## src/rtl/ram_loader.sv

```systemverilog
// ram_loader: streams words into RAM64 from a fixed base address, then reads
// the same range back through the RAM's combinational port and compares
// checksums. Reports busy/done/error to the boot sequencer.
module ram_loader #(
    parameter int ADDR_WIDTH = 6,
    parameter int DATA_WIDTH = 16,
    parameter logic [ADDR_WIDTH-1:0] BASE = '0
) (
    input  logic                  clk,
    input  logic                  reset_n,
    input  logic                  start,
    input  logic [ADDR_WIDTH:0]   length,
    input  logic                  in_valid,
    input  logic [DATA_WIDTH-1:0] in_data,
    output logic                  in_ready,
    output logic                  ram_load,
    output logic [ADDR_WIDTH-1:0] ram_address,
    output logic [DATA_WIDTH-1:0] ram_data_in,
    input  logic [DATA_WIDTH-1:0] ram_out,
    output logic                  busy,
    output logic                  done,
    output logic                  error,
    output logic [DATA_WIDTH-1:0] checksum
);

    typedef enum logic [1:0] {
        ST_IDLE,
        ST_WRITE,
        ST_VERIFY,
        ST_DONE
    } state_t;

    // Full RAM depth; the index is one bit wider so a full-depth load fits.
    localparam logic [ADDR_WIDTH:0] DEPTH   = {1'b1, {ADDR_WIDTH{1'b0}}};
    localparam logic [ADDR_WIDTH:0] IDX_ONE = {{ADDR_WIDTH{1'b0}}, 1'b1};

    // Requests longer than the RAM are clamped to the RAM depth.
    function automatic logic [ADDR_WIDTH:0] clamp_len(input logic [ADDR_WIDTH:0] req);
        return (req > DEPTH) ? DEPTH : req;
    endfunction

    state_t                state;
    logic [ADDR_WIDTH:0]   len_q;
    logic [ADDR_WIDTH:0]   index;
    logic [ADDR_WIDTH:0]   idx_next;
    logic [ADDR_WIDTH:0]   len_req;
    logic [DATA_WIDTH-1:0] write_sum;
    logic [DATA_WIDTH-1:0] read_sum;
    logic [DATA_WIDTH-1:0] read_total;

    assign len_req    = clamp_len(length);
    assign idx_next   = index + IDX_ONE;
    // ram_out only ever reaches registers through this sum.
    assign read_total = read_sum + ram_out;

    // RAM-side controls are combinational so each write lands on the edge of
    // its own handshake. The address wraps naturally by truncation.
    assign in_ready    = (state == ST_WRITE);
    assign ram_load    = in_ready & in_valid;
    assign ram_address = BASE + index[ADDR_WIDTH-1:0];
    assign ram_data_in = in_data;

    // Load/verify sequencer with registered status outputs.
    always_ff @(posedge clk or negedge reset_n) begin
        if (!reset_n) begin
            state     <= ST_IDLE;
            len_q     <= '0;
            index     <= '0;
            write_sum <= '0;
            read_sum  <= '0;
            checksum  <= '0;
            busy      <= 1'b0;
            done      <= 1'b0;
            error     <= 1'b0;
        end else begin
            case (state)
                ST_IDLE, ST_DONE: begin
                    if (start) begin
                        len_q     <= len_req;
                        index     <= '0;
                        write_sum <= '0;
                        read_sum  <= '0;
                        error     <= 1'b0;
                        if (len_req == '0) begin
                            // Empty load completes at once with a zero checksum.
                            state    <= ST_DONE;
                            done     <= 1'b1;
                            busy     <= 1'b0;
                            checksum <= '0;
                        end else begin
                            state <= ST_WRITE;
                            done  <= 1'b0;
                            busy  <= 1'b1;
                        end
                    end
                end
                ST_WRITE: begin
                    if (in_valid) begin
                        write_sum <= write_sum + in_data;
                        if (idx_next == len_q) begin
                            index <= '0;
                            state <= ST_VERIFY;
                        end else begin
                            index <= idx_next;
                        end
                    end
                end
                ST_VERIFY: begin
                    read_sum <= read_total;
                    if (idx_next == len_q) begin
                        // Last readback word: close out the load.
                        index    <= '0;
                        state    <= ST_DONE;
                        busy     <= 1'b0;
                        done     <= 1'b1;
                        error    <= (read_total != write_sum);
                        checksum <= write_sum;
                    end else begin
                        index <= idx_next;
                    end
                end
                default: state <= ST_IDLE;
            endcase
        end
    end

endmodule

```

## config.mk

```make
export PLATFORM = sky130hd
export DESIGN_NAME = ram_loader
export DESIGN_NICKNAME = d
export VERILOG_FILES = /design/src/rtl/ram_loader.sv
export SDC_FILE = /design/constraint.sdc
export NUM_CORES = 1
export LEC_CHECK = 0
export BUFFER_PORTS_ARGS = -buffer_cell sky130_fd_sc_hd__buf_2
export CAP_MARGIN = 20
export CORE_MARGIN = 2
export CORE_UTILIZATION = 55
export CTS_CLUSTER_DIAMETER = 150
export DETAILED_ROUTE_END_ITERATION = 10
export PLACE_DENSITY = 0.89
export SKIP_LAST_GASP = 1
export SYNTH_ARGS = -nofsm -noshare
export SYNTH_HDL_FRONTEND = slang
export SYNTH_SLANG_ARGS = --single-unit
export TNS_END_PERCENT = 1
```

## constraint.sdc

```tcl
create_clock -name clk -period 5.31 [get_ports clk]
set_clock_uncertainty 0.1 [all_clocks]
set_input_delay 1.593 -clock clk [delete_from_list [all_inputs] [get_ports clk]]
set_output_delay 1.593 -clock clk [all_outputs]
set_load 0.02 [all_outputs]
```

==> results of run 1 <==
-- cells in the final DEF (no fill, tap or decap), types with 11 or more instances in the layout --
| master | Yosys | routed |
|---|---|---|
| xnor2_1 | 25 | 25 |
| o21ai_0 | 51 | 51 |
| a22o_1 | 19 | 19 |
| nor3_1 | 17 | 17 |
| nor2b_1 | 11 | 11 |
| dfrtp_1 | 67 | 67 |
| ha_1 | 34 | 34 |
| nor2_1 | 34 | 34 |
| inv_1 | 18 | 18 |
| a21oi_1 | 25 | 25 |
| xor2_1 | 17 | 17 |
| nand2_1 | 74 | 74 |
| buf_2 | 8 | 85 |
-- state kept, by name, summed over array words and instances (netlist names) --
register	flops
done	1
checksum	16
state	2
write_sum	16
len_q	7
error	1
busy	1
read_sum	16
index	7
-- cell families (layout without fill, tap and decap cells) --
kind of cell | count (synthesis) | after routing | share of synthesized area (%)
compound gates | 168 | 168 | 22.1
xor+xnor | 45 | 45 | 8.67
fa+ha+maj | 36 | 36 | 9.26
buf+inv | 67 | 124 | 7.07
flops | 67 | 67 | 33.4
mux | 5 | 5 | 1.02
simple gates | 191 | 191 | 18.5
-- worst register-to-register path: stages (launching register included) --
cell and delay [ns]:
dfrtp_1 0.43, inv_1 0.08, ha_1 0.69, mux2i_1 0.20, buf_4 0.26, a22oi_1 0.22
o2111ai_1 0.19, a2111oi_2 0.39, nand4_1 0.19, a2111oi_2 0.26, nand4b_1 0.14, o31a_1 0.30
-- cell usage after synthesis (3+ instances only) --
cell type and number:
and3_1 6, and4_1 3, o31ai_1 6, inv_1 18, nor2_1 34, a21oi_1 25, o21ai_1 6, o21a_1 7
or3_1 3, clkbuf_1 17, xnor3_1 3, buf_2 8, mux2i_1 4, nand2_1 74, nand2b_1 9, a211oi_1 6
and2_1 4, nand3_1 9, xor2_1 17, o2111ai_1 4, o21bai_1 3, nor4b_1 3, nor2b_1 11, dfrtp_1 67
a22o_1 19, xnor2_1 25, nand4_1 3, buf_4 23, o21ai_0 51, nor4_1 4, nor3_1 17, ha_1 34
a21o_1 8, a31oi_1 5, o211ai_1 4, o22ai_1 5
-- through the flow --
stage	cells	setup slack, ns	instance area, um^2
after floorplan	579	1.30	5020
after global placement	725	1.00	5320
after detailed placement	725	0.863	5320
after CTS	741	1.22	5540
after global routing	744	1.02	5570
final	744	1.19	5570
-- power breakdown --
part	internal, mW	switching, mW
logic	0.834	1.21
clock network	0.272	0.227
registers	0.709	0.220
-- layout make-up --
class,instances,area [um^2]
flip-flops and latches,67,1680
clock inverters,7,104
well taps,108,135
multi-input cells,445,3000
repair buffers,90,470
clock buffers,9,124
inverters,18,67.6
fillers,720,3230
-- worst max path at each step --
| stage | start | to | slack, ns |
|---|---|---|---|
| after floorplan | ram_out[0] | error$_DFFE_PN0P_ | 1.30 |
| after global placement | ram_out[0] | error$_DFFE_PN0P_ | 1.00 |
| after detailed placement | ram_out[0] | error$_DFFE_PN0P_ | 0.86 |
| after CTS | ram_out[0] | error$_DFFE_PN0P_ | 1.22 |
| after global routing | ram_out[10] | error$_DFFE_PN0P_ | 1.02 |
| final | ram_out[10] | error$_DFFE_PN0P_ | 1.19 |
-- per-layer routing --
metal  global-route usage, %  up-vias
met1                    34.3     2179
met2                    43.6      202
met4                    10.0        0
met3                    3.44       30
met5                       0        -
li1                        -     2176
==> flow_summary.ini, run 1 <==
[critical_path]
worst-path-buf-inv = 1
rr_startpoint = state[0]$_DFFE_PN0P_
path_common_cell = a2111oi_2
r2r_slack_ns = 1.73
worstPathRequired_ns = 5.45
crit_slowest_cell = ha_1
crit_cells = 10
cp-end-kind = flip-flop
path_delay_family = compound AO/OA/AOI/OAI gates
slowest_delay_ns = 0.47
startpoint_type = input pin
rr_worst_depth = 11
crit_chain = buf_2, ha_1, a21o_1, a222oi_1, o2111ai_1, a2111oi_2, nand4_1, a2111oi_2, nand4b_1, o31a_1
timing.rr.end = error$_DFFE_PN0P_
critical_path_class = in -> reg
cp_data_arrival_time_ns = 4.26
critPathMaxFanout = 13

[run]
cap_viol_max_count = 0

[sta]
finalMaxSlewViolations = 0
holdWs_ns = 0.384
slew_headroom_pct = 41.5
tightest_slew_ns = 0.877
finalSetupViolCount = 0
period_share_pct = 77.6
fin_crit_ns = 4.12
hold_viol_final = 0
rsz0062_at_grt = false
finalSetupTns_ns = 0
fmax_mhz = 243

[die]
ios = 86
rows = 34
die-area_mm2 = 0.00992
die_w_um = 99.6
initial_utilization_pct = 57.1
core-area_mm2 = 0.00881
die_y_um = 99.6

[drt]
highest_layer = met4
met1_length_mm = 5.48
route.detailed.drc = 0
dr_total_vias = 4587
wl_per_cell_um = 17.2
drtIter0Drc = 326
wl_met2_mm = 6.23
wl_mm = 12.8
firstDrtPassIters = 5
met3_length_um = 765
final_antenna_net_count = 0
avgViaCountPerCell = 6.17

[logic_synthesis]
ys_async_sr_fraction_pct = 100
netlist_area_mm2 = 0.00502
synth_ff_type = dfrtp_1
synthesis.nets = 658
synth_area_leaders = dfrtp_1, ha_1, nand2_1
syn_area_per_cell_um2 = 8.68
synth_top_cell_area_share_pct = 33.4
ys_warn_count = 0
synth_cell_type_count = 62
ys_seq_area_share_pct = 33.4
synth_top_area_cell = dfrtp_1
syn_inst = 579
yosys_register_bits = 67
synth_edf_count = 0

[clocking]
cts_buffers = 9
cts_root_buffer = clkbuf_8
cts_num_sinks = 67
tritoncts = yes
insertion_delay_ns = 0.35
htree_levels = 3
clockBufferDepth = 2
post-cts-setup-buffers = 0
cts_hold_buf = 0
cts_resized = 0
clkTransAtPathRegs_ns = 0.08

[cells_and_area]
nNetsFinal = 710
areaGrowthSynthToFinish_pct = 10.9
drive_above_1_share_pct = 18.9
n_antenna_cell = 0
utilization_pct = 63.3

[worst_hold_path]
hold_path_depth = 2
worstHoldStart = checksum[8]$_DFFE_PN0P_
hold_end = checksum[8]$_DFFE_PN0P_
min_path_type = reg -> reg

[grt]
antenna_found_initial = 0
grt_pass1_vias = 4357
grt_max_degree = 37
track_usage_pct = 26.0
grt-ovfl-total = 0
grt_pass1_wl_mm = 20.8

[placed_design]
gp_congestion = 0.935
numPortBuffers = 85
dp_hpwl_mm = 9.43

[power]
power_mw = 3.47
power_leakage_nw = 2.67
ir_worst_vdd_mv = 0.299
p_per_area_mw_per_mm2 = 623

[run_status]
status = finished clean
(Power assumes the default switching activity.)
==> inputs of run 2 (changes only) <==
Clock period 5.31 ns to 4.07 ns, I/O delays scaled along.
==> run 2 against run 1 <==
Compared with the run above:
- total power rose by 32%
- sequential power rose by 31%
- utilization rose by 0.67 points
- final cell count rose by 0.94%
- first-iteration DRC count fell by 33%
- design area rose by 1.1%
- non-clock buffer count rose by 7
- sequential share of layout area fell by 0.31 points
- setup slack got worse by 0.93 ns
- clock power rose by 32%
- routed wire length rose by 2.4%
- flip-flop and latch count did not move
- critical endpoint unchanged
- highest routed layer unchanged
==> flow_summary.ini, run 2 (same netlist as run 1, synthesis figures left out) <==
[grt]
grt-ovfl-total = 0
grt_max_degree = 68
grt_pass1_vias = 4360
grt.met1_usage_pct = 37.0
grt_pass1_wl_mm = 21.6
top_usage_layer = met2
met3_usage_pct = 3.16
grt.met2_usage_pct = 43.3
track_usage_pct = 27.2
antenna_found_initial = 0

[die]
die-area_mm2 = 0.00992
core-area_mm2 = 0.00881
die_y_um = 99.6
initial_utilization_pct = 57.1
ios = 86
rows = 34
die_w_um = 99.6

[run]
cap_viol_max_count = 0

[sta]
hold_viol_final = 0
holdWs_ns = 0.385
tightest_slew_ns = 0.866
finalMaxSlewViolations = 0
rsz0062_at_grt = false
finalSetupTns_ns = 0
fin_crit_ns = 3.81
finalSetupViolCount = 0
fmax_mhz = 262
slew_headroom_pct = 42.3
worst_slack_ns = 0.259
period_share_pct = 93.6

[critical_path]
crit_slowest_cell = fa_1
slowest_delay_ns = 0.46
timing.rr.end = error$_DFFE_PN0P_
rr_startpoint = read_sum[0]$_DFFE_PN0P_
path_common_cell = a2111oi_2
crit_chain = buf_2, ha_1, inv_1, fa_1, xnor2_1, nor4_1, o2111ai_1, a2111oi_2, nand4_1, a2111oi_2, nand4b_1, o31a_1
worst-path-buf-inv = 2
cp-end-kind = flip-flop
path_delay_family = compound AO/OA/AOI/OAI gates
cp_data_arrival_time_ns = 3.95
r2r_slack_ns = 0.84
critical_path_class = in -> reg
crit_start = ram_out[0]
rr_worst_depth = 11
worstPathRequired_ns = 4.20
startpoint_type = input pin
critPathMaxFanout = 2

[cells_and_area]
multi_input_area_mm2 = 0.00300
drive_above_1_share_pct = 19.8
layout_commonest_cell = buf_2
n_antenna_cell = 0
n_fill_cell = 763
seqCellArea_mm2 = 0.00168
areaGrowthSynthToFinish_pct = 12.1
nNetsFinal = 717
largest_registers = checksum x16, read_sum x16, write_sum x16
final_cell_mix = buf_2, nand2_1, dfrtp_1, o21ai_0

[drt]
drtIter0Drc = 219
wl_per_cell_um = 17.5
dr_total_vias = 4552
wl_mm = 13.1
avgViaCountPerCell = 6.06
firstDrtPassIters = 5
route.detailed.drc = 0
final_antenna_net_count = 0

[worst_hold_path]
hold_path_depth = 2
hold_end = checksum[2]$_DFFE_PN0P_
worstHoldStart = checksum[2]$_DFFE_PN0P_
min_path_type = reg -> reg

[clocking]
cts_resized = 0
cts_buffers = 9
tritoncts = yes
insertion_delay_ns = 0.35
cts_num_sinks = 67
post-cts-setup-buffers = 0
clkTransAtPathRegs_ns = 0.08
htree_levels = 3
cts_hold_buf = 0
clockBufferDepth = 2
cts_root_buffer = clkbuf_8

[power]
ir_worst_vdd_mv = 0.319
p_per_area_mw_per_mm2 = 817
power_mw = 4.60
power_leakage_nw = 2.71

[placed_design]
gp_congestion = 0.981
place_ws_ns = -0.0791
numPortBuffers = 85
dp_hpwl_mm = 9.78

[run_status]
status = finished clean
## run 2: cell count changes in the layout (fill, tap and decap cells not counted), sizes merged
cell and delta:
buf +7, clkbuf +2, inv -2
## run 2: metal layers
| layer | part of all wire (%) | vias to the layer above |
|---|---|---|
| met5 | 0 | - |
| met4 | 3.5 | 0 |
| met3 | 5.0 | 44 |
| met2 | 48 | 176 |
| met1 | 44 | 2157 |
| li1 | - | 2175 |
## run 2: power by group
part | total (mW) | leakage, nW | internal, mW | switching [mW]
clock network | 0.661 | 0.120 | 0.382 | 0.279
registers | 1.22 | 0.892 | 0.925 | 0.292
logic | 2.72 | 1.70 | 1.12 | 1.60
total | 4.60 | 2.71 | 2.43 | 2.17
## run 2: through the flow
stage / std cells / util (%) / cell area [um^2]
4_1_cts: 748 / 63.6 / 5600
2_1_floorplan: 579 / - / 5020
5_1_grt: 751 / 64.0 / 5630
3_3_place_gp: 732 / 61.0 / 5370
3_5_place_dp: 732 / 61.0 / 5370
6_report: 751 / 64.0 / 5630
## run 2: worst max-delay path by stage
stage,cells after the start,slack [ns],end
floorplan,11,0.43,error$_DFFE_PN0P_
global placement,12,0.16,error$_DFFE_PN0P_
detailed placement,12,-0.08,error$_DFFE_PN0P_
CTS,12,0.27,error$_DFFE_PN0P_
global route,12,0.06,error$_DFFE_PN0P_
finish,12,0.26,error$_DFFE_PN0P_
## run 2: area by class of cell
class	count	area share (%)
Timing Repair Buffer	97	9.28
Inverter	18	1.20
Sequential cell	67	29.8
Multi-Input combinational cell	445	53.2
Tap cell	108	2.40
Clock inverter	5	1.47
Clock buffer	11	2.69
## run 2: tightest hold or removal path, delay by kind of cell, from the launching register on
kind               cells  cell delay (ns)
and+or+nand+nor        1             0.04
DFF                    1             0.35
AOI/OAI and AO/OA      1             0.06
